**config.mk**
```make
export PLATFORM = sky130hd
export DESIGN_NAME = ucode_issue_ctrl
export DESIGN_NICKNAME = d
export VERILOG_FILES = /design/src/rtl/ucode_pkg.sv /design/src/rtl/ucode_uop_gen.sv /design/src/rtl/ucode_issue_ctrl.sv
export SDC_FILE = /design/constraint.sdc
export NUM_CORES = 1
export LEC_CHECK = 0
export CAP_MARGIN = 20
export CORE_ASPECT_RATIO = 0.8
export CORE_MARGIN = 4
export CORE_UTILIZATION = 45
export CTS_CLUSTER_SIZE = 16
export DETAILED_ROUTE_END_ITERATION = 7
export PLACE_DENSITY = 0.84
export SYNTH_ARGS = -nofsm -noshare
export SYNTH_HDL_FRONTEND = slang
export SYNTH_SLANG_ARGS = --single-unit
```
**constraint.sdc**
```tcl
create_clock -name clk -period 2.73 [get_ports clk]
set_clock_uncertainty 0.05 [all_clocks]
set_input_delay 0.546 -clock clk [delete_from_list [all_inputs] [get_ports clk]]
set_output_delay 0.546 -clock clk [all_outputs]
set_load 0.05 [all_outputs]
```
**src/rtl/ucode_pkg.sv**
```systemverilog
// Shared opcodes, instruction field positions, FSM states and word assemblers
// for the MUL-to-microcode expansion path.
package ucode_pkg;

    localparam logic [6:0]  OP_MOV    = 7'b0000000;
    localparam logic [6:0]  OP_ADD    = 7'b0110001;
    localparam logic [6:0]  OP_SUB    = 7'b0110010;
    localparam logic [6:0]  OP_MUL    = 7'b0110011;
    localparam logic [31:0] NOP_INSTR = {5'b11001, 27'b0};

    localparam int OPC_LSB = 25;
    localparam int RD_LSB  = 21;
    localparam int RS1_LSB = 17;
    localparam int RS2_LSB = 13;
    localparam int IMM_LSB = 0;
    localparam int OPC_W   = 7;
    localparam int REG_W   = 4;
    localparam int IMM_W   = 16;

    typedef enum logic [1:0] {
        ST_IDLE,
        ST_CLR,
        ST_MOV,
        ST_ADD
    } state_e;

    function automatic logic [31:0] make_r(input logic [OPC_W-1:0] op,
                                           input logic [REG_W-1:0] rd,
                                           input logic [REG_W-1:0] rs1,
                                           input logic [REG_W-1:0] rs2);
        logic [31:0] w;
        w = '0;
        w[OPC_LSB +: OPC_W] = op;
        w[RD_LSB  +: REG_W] = rd;
        w[RS1_LSB +: REG_W] = rs1;
        w[RS2_LSB +: REG_W] = rs2;
        return w;
    endfunction

    function automatic logic [31:0] make_i(input logic [OPC_W-1:0] op,
                                           input logic [REG_W-1:0] rd,
                                           input logic [IMM_W-1:0] imm);
        logic [31:0] w;
        w = '0;
        w[OPC_LSB +: OPC_W] = op;
        w[RD_LSB  +: REG_W] = rd;
        w[IMM_LSB +: IMM_W] = imm;
        return w;
    endfunction

endpackage

```
**src/rtl/ucode_uop_gen.sv**
```systemverilog
// Formats the micro-op word for the current sequencer state.
// Latency: combinational, 0 cycles.
// Backpressure: none; holds as long as state and operands hold.
module ucode_uop_gen
    import ucode_pkg::*;
(
    input  state_e       state,
    input  logic [3:0]   rd,
    input  logic [3:0]   rs1,
    output logic [31:0]  instr
);

    always_comb begin
        instr = NOP_INSTR;
        case (state)
            ST_CLR:  instr = make_r(OP_SUB, rd, rd, rd);
            ST_MOV:  instr = make_i(OP_MOV, rd, '0);
            ST_ADD:  instr = make_r(OP_ADD, rd, rd, rs1);
            default: instr = NOP_INSTR;
        endcase
    end

endmodule

```
**src/rtl/ucode_issue_ctrl.sv**
```systemverilog
// Passes IF->ID instructions through; expands MUL Rd,Rs,#imm into MOV + imm x ADD (or one SUB).
// Latency: pass-through 0 cycles; first micro-op the cycle after MUL acceptance.
// Backpressure: in_ready follows out_ready when idle, low while sequencing. UCODE_PERF_EN adds uop_count.
module ucode_issue_ctrl
    import ucode_pkg::*;
#(
    parameter logic [6:0] MUL_OPCODE = OP_MUL,
    parameter int         CNT_W      = 16
) (
    input  logic        clk,
    input  logic        rst_n,
    input  logic [31:0] in_instr,
    input  logic        in_valid,
    output logic        in_ready,
    output logic [31:0] out_instr,
    output logic        out_valid,
    input  logic        out_ready,
    input  logic        flush,
    output logic        busy,
    output logic        err
`ifdef UCODE_PERF_EN
    ,
    output logic [31:0] uop_count
`endif
);

    state_e             state_q, state_d;
    logic [3:0]         rd_q, rd_d;
    logic [3:0]         rs1_q, rs1_d;
    logic [CNT_W-1:0]   cnt_q, cnt_d;
    logic               err_q, err_d;
    logic               is_mul;
    logic               mul_acc;
    logic [CNT_W-1:0]   in_imm;
    logic [31:0]        uop_instr;

    assign is_mul = (in_instr[OPC_LSB +: OPC_W] == MUL_OPCODE);
    assign in_imm = in_instr[CNT_W-1:0];

    ucode_uop_gen u_uop_gen (
        .state (state_q),
        .rd    (rd_q),
        .rs1   (rs1_q),
        .instr (uop_instr)
    );

    // Flush masks both handshakes in the same cycle it is asserted.
    always_comb begin
        in_ready  = 1'b0;
        out_valid = 1'b0;
        out_instr = uop_instr;
        if (!flush) begin
            if (state_q == ST_IDLE) begin
                in_ready  = out_ready;
                out_valid = in_valid && !is_mul;
                out_instr = in_instr;
            end else begin
                out_valid = 1'b1;
            end
        end
    end

    assign mul_acc = in_valid && in_ready && is_mul;
    assign busy    = (state_q != ST_IDLE);
    assign err     = err_q;

    always_comb begin
        state_d = state_q;
        rd_d    = rd_q;
        rs1_d   = rs1_q;
        cnt_d   = cnt_q;
        err_d   = 1'b0;
        if (flush) begin
            state_d = ST_IDLE;
            rd_d    = '0;
            rs1_d   = '0;
            cnt_d   = '0;
        end else begin
            case (state_q)
                ST_IDLE: begin
                    if (mul_acc) begin
                        rd_d  = in_instr[RD_LSB +: REG_W];
                        rs1_d = in_instr[RS1_LSB +: REG_W];
                        if (in_imm == '0) begin
                            state_d = ST_CLR;
                        end else if (in_instr[RD_LSB +: REG_W] == in_instr[RS1_LSB +: REG_W]) begin
                            err_d = 1'b1;
                        end else begin
                            cnt_d   = in_imm;
                            state_d = ST_MOV;
                        end
                    end
                end
                ST_CLR: if (out_ready) state_d = ST_IDLE;
                ST_MOV: if (out_ready) state_d = ST_ADD;
                ST_ADD: begin
                    if (out_ready) begin
                        cnt_d = cnt_q - 1'b1;
                        if (cnt_q == CNT_W'(1)) state_d = ST_IDLE;
                    end
                end
                default: state_d = ST_IDLE;
            endcase
        end
    end

    always_ff @(posedge clk or negedge rst_n) begin
        if (!rst_n) begin
            state_q <= ST_IDLE;
            rd_q    <= '0;
            rs1_q   <= '0;
            cnt_q   <= '0;
            err_q   <= 1'b0;
        end else begin
            state_q <= state_d;
            rd_q    <= rd_d;
            rs1_q   <= rs1_d;
            cnt_q   <= cnt_d;
            err_q   <= err_d;
        end
    end

`ifdef UCODE_PERF_EN
    logic        uop_fire;
    logic [31:0] uop_count_q, uop_count_d;

    assign uop_fire = out_valid && out_ready && (state_q != ST_IDLE);

    // Saturating; flush deliberately does not clear it.
    always_comb begin
        uop_count_d = uop_count_q;
        if (uop_fire && (uop_count_q != '1)) uop_count_d = uop_count_q + 32'd1;
    end

    always_ff @(posedge clk or negedge rst_n) begin
        if (!rst_n) uop_count_q <= '0;
        else        uop_count_q <= uop_count_d;
    end

    assign uop_count = uop_count_q;
`endif

endmodule

```
* Word-level counts from Yosys, hierarchy flattened
Index checks and enable logic that the tools add are counted.
Word-level totals: output and inout port bits 36, register bits after elaboration 27, input bits 37, word-level logic and storage cells 66
Operators by class: $add $sub $neg 1, equality and inequality tests 14, mux-type cells 33, reduce and logical (&&, ||, !) cells 13
Operator list (count):
- $pmux W32 S3 | 1
- $mux W16 | 5
- $mux W32 | 2
- $pmux W16 S2 | 1
- $mux W4 | 6
- $ne A3 B3 Y1 const B | 7
- $eq A16 B1 Y1 const B | 1
- $logic_not A16 Y1 | 1
- $mux W2 | 8
- $sub A16 B1 Y16 const B | 1
- $mux W1 | 9
- $pmux W2 S4 | 1
- $eq A7 B6 Y1 const B | 1
- $reduce_and A6 Y1 | 1
- $reduce_bool A2 Y1 | 3
- $reduce_and A5 Y1 | 1
- $eq A2 B2 Y1 const B | 2
- $eq A4 B4 Y1 | 1
- $ne A4 B4 Y1 const B | 1
- $logic_and A1 B1 Y1 | 3
- $reduce_bool A3 Y1 | 1
- $eq A2 B1 Y1 const B | 1
- $logic_not A2 Y1 | 1
- $reduce_and A2 Y1 | 1
- $logic_not A1 Y1 | 1

* Logic depth before layout (Yosys ltp)
word-level depth 8, gate-level depth with buffers 9, mapped depth without buffers 6

* Modules after synthesis
A second synthesis with hierarchy kept.
Second synthesis, totals: cells, all modules 288, area total of the unflattened synthesis 2456.1 sq um
By module, submodules not included:
- ucode_issue_ctrl | area each 2163.3 sq um, cells an instance 249, times used 1, seq. area each 675.6 sq um
- ucode_uop_gen | area each 292.8 sq um, cells an instance 39, times used 1, seq. area each 0.0 sq um

* Worst setup path after synthesis
OpenSTA, ideal clock, no wires.
kind input port to output port, start point in flush, end point out out_instr[16], stages 4, data required time 2.134 ns, path buffers 1, arrival 1.996 ns, setup slack 0.138 ns, path through clkbuf_1 > nor2_1 > nand2_1 > o21ai_0
Between the ends: longest elaborated chain between the ends 1
Ends and longest elaborated chain:
- from (decl) | line ucode_issue_ctrl.sv:18 | input logic flush,
- $mux W32 | line ucode_issue_ctrl.sv:52 | if (!flush) begin
- to (decl) | line ucode_issue_ctrl.sv:15 | output logic [31:0] out_instr,
No other way between the ends.

* Final worst setup path
Ends and elaborated chain as after synthesis.

==> summary.txt <==
Run status
  • Status: complete, no violations

GRT
  • GRT Residual Overflow: 0
  • Vias in the first global route: 2594
  • Largest net degree at the start of global routing: 28
  • Initial antenna violation count: 0
  • First-pass GRT wire length: 12700 um
  • All-Layer GR Usage: 0.256

Cells and area
  • N_diodes: 0
  • Nets@finish: 391
  • Post-route core utilization: 0.726
  • Sequential cell area: 676 sq um
  • Layout cells sized above 1: 0.211
  • Footprint of the multi-input gates: 1410 sq um
  • Fillers: 343
  • Area delta synth->final: 50.8%
  • Final instance area: 3440 sq um

Synthesis
  • Post-synth ARST share: 1.00
  • Post-Synth Adder-Cell Area: 0.0110
  • Synth Area in XOR/XNOR: 0.0231
  • Mux contribution to synthesized area: 0.0417
  • Synth Area in Compound Gates: 0.237
  • Ys flop type: dfrtp_1
  • Post-synth EDFFs: 0
  • #FFs+latches synth: 27
  • Yosys top cell by area: dfrtp_1
  • Largest family of logic cells by synthesized area: simple AND/OR/NAND/NOR gates
  • Commonest cells post-synth: nand2_1 (36), dfrtp_1 (27), a21oi_1 (21), nor2_1 (21), o21ai_0 (16)
  • Largest cells by area after synthesis: dfrtp_1 (30%), nand2_1 (5.9%), a21oi_1 (4.6%)
  • Synth top area share: 0.297
  • Cell count after synthesis: 277
  • Syn Std Cell Area: 2280 sq um
  • Post-Synth Simple-Gate Area: 0.305
  • Mean Syn Cell Area: 8.23 sq um
  • Sequential fraction of the synthesis area: 0.297
  • Most frequent cell after synthesis: nand2_1
  • Distinct cell type count after synthesis: 53
  • Syn nets: 316
  • YS warnings: 0

Critical path
  • Critical Path Source Type: input pin
  • CP max stage delay: 0.52 ns
  • Crit-path max FO: 6
  • CP Data Arrival Time: 1.97 ns
  • Req. time, crit path: 2.13 ns
  • Critical path, cell by cell: clkdlybuf4s50_1 -> buf_4 -> nor2_1 -> nand2_1 -> o21ai_0 -> buf_12
  • R2R Setup Slk: 0.55 ns
  • Crit path depth: 6
  • Reg2reg start: state_q[0]
  • WS Path Type: input pin to primary output
  • WP buf/inv: 3
  • Top delay family on crit path: buffers and inverters
  • Slowest CP cell: clkdlybuf4s50_1
  • Crit end category: primary output
  • Reg2Reg Depth: 7
  • Worst r2r dst: rd_q[1]

Timing
  • TNS Setup: 0 ns
  • Tcrit/Tclk final: 0.940
  • Period minus WS final: 2.57 ns
  • WHS: 0.499 ns
  • Rel. slew slack: 0.594
  • Max-slew violation count: 0
  • Final Hold Vio Count: 0
  • Setup violators final: 0
  • Worst Tran Pin Value: 0.610 ns
  • RSZ-0062 raised after global routing: no
  • Max frequency: 390 MHz

Detailed routing
  • Vias: 2635
  • DR iter-0 viols: 330
  • Drt pass-1 iters: 5
  • Post-route DRC: 0
  • Antenna Nets Post-Route: 0
  • Via density: 6.41
  • Routed WL: 7970 um
  • Routed length per instance: 19.4 um

Hold path
  • Worst Hold Path EP: rs1_q[0]
  • Hold path depth: 2
  • Hold/Removal Path Class: register to register
  • Critical hold path startpoint: rs1_q[0]

Clock network
  • CTS tree: yes
  • Post-CTS setup buffers: 0
  • Reg clk slew, reported paths: 0.09 ns
  • Post_cts resized: 0
  • Total CTS buffers: 3
  • Clock sink count: 27
  • CTS H-tree depth: 1
  • Root Driver: clkbuf_8
  • Clk buf depth: 2
  • CTS Hold Bufs: 0
  • Clk_lat worst skew: 0.28 ns

Floorplanning
  • Die Area: 6270 sq um
  • Core Area: 4730 sq um
  • Initial Util: 0.481
  • Die Y: 71.6 um
  • Boundary Pins: 73
  • Die Wd: 87.6 um
  • Std cell rows: 22

Power and ir drop
  • Pwr/cell area: 317 nW/um^2
  • Power Total: 1.09 mW
  • LEAKAGE: 1.52 nW
  • Worst VDD drop: 0.310 mV

Place
  • # port buffers: 72
  • Post-DP HPWL: 5900 um
  • Final GP Congestion: 0.920
  • Area post-placement: 3390 sq um

Job
  • Max_cap viols: 0
==> worst min-delay path, stage by stage (launching register included) <==
cell and delay [ns]:
dfrtp_1 0.39, nand2_1 0.07, o21ai_0 0.06
==> cells by family after synthesis <==
kind of cell             after synthesis
AO/OA/AOI/OAI                         78
buffers and inverters                 28
flip-flops                            27
multiplexers                           9
XOR/XNOR                               6
AND/OR/NAND/NOR                      127
adder cells (fa/ha/maj)                2
==> where the power goes <==
group | switching [mW] | internal (mW)
logic | 0.241 | 0.208
clock network | 0.137 | 0.103
registers | 0.000985 | 0.400
==> final cells by class <==
type | instances | area share
tap | 60 | 0.0218
sequential | 27 | 0.197
timing repair buffer | 92 | 0.352
clock inverter | 1 | 0.00146
inverter | 6 | 0.00655
clock buffer | 3 | 0.0120
multi-input combinational | 222 | 0.410
==> layer usage <==
| metal | routed length, um | track usage | up-vias |
|---|---|---|---|
| met5 | 0 | 0 | - |
| met4 | 195 | 0.0767 | 0 |
| met3 | 850 | 0.0805 | 29 |
| met2 | 3700 | 0.409 | 187 |
| met1 | 3220 | 0.330 | 1233 |
| li1 | - | - | 1186 |
==> registers in the layout (all words and copies together) (netlist names) <==
name,count
rs1_q,4
rd_q,4
err,1
cnt_q,16
state_q,2
==> through the flow <==
| step | setup slack [ns] | instances |
|---|---|---|
| after detailed placement | 0.0338 | 407 |
| after global routing | 0.0779 | 411 |
| final | 0.164 | 411 |
| after floorplan | 0.138 | 277 |
| after CTS | 0.150 | 411 |
| after global placement | 0.0993 | 407 |
==> placed cells by master (no fill, tap or decap), types with 2 or more instances in the layout <==
cell | Yosys | routed
mux2i_1 | 5 | 5
nor2_1 | 21 | 21
buf_4 | 1 | 21
buf_12 | 0 | 34
ha_1 | 2 | 2
a21o_1 | 2 | 2
nand4_1 | 5 | 5
and3_1 | 15 | 15
a21oi_1 | 21 | 21
nand3_1 | 15 | 15
clkbuf_8 | 7 | 3
o31ai_1 | 6 | 6
xnor2_1 | 2 | 2
nor4_1 | 8 | 8
nor4_4 | 3 | 3
o41ai_1 | 2 | 2
nor3_1 | 9 | 9
or3_1 | 2 | 2
a22o_1 | 7 | 7
inv_1 | 4 | 4
a2111oi_0 | 4 | 4
o22ai_1 | 4 | 4
clkdlybuf4s50_1 | 0 | 37
o21ai_0 | 16 | 16
nand2_1 | 36 | 36
xor2_1 | 4 | 4
o211ai_1 | 7 | 7
and4_1 | 2 | 2
mux2_2 | 4 | 4
dfrtp_1 | 27 | 27
==> how the worst max path moves through the flow <==
stage / from / endpoint / slack (ns)
CTS: flush / out_instr[16] / 0.15
detailed placement: in_instr[31] / cnt_q[0] / 0.03
global route: flush / out_instr[16] / 0.08
finish: flush / out_instr[16] / 0.16
global placement: in_instr[31] / cnt_q[0] / 0.1
floorplan: flush / out_instr[16] / 0.14
Note: power is estimated with default switching activity, not from simulation.
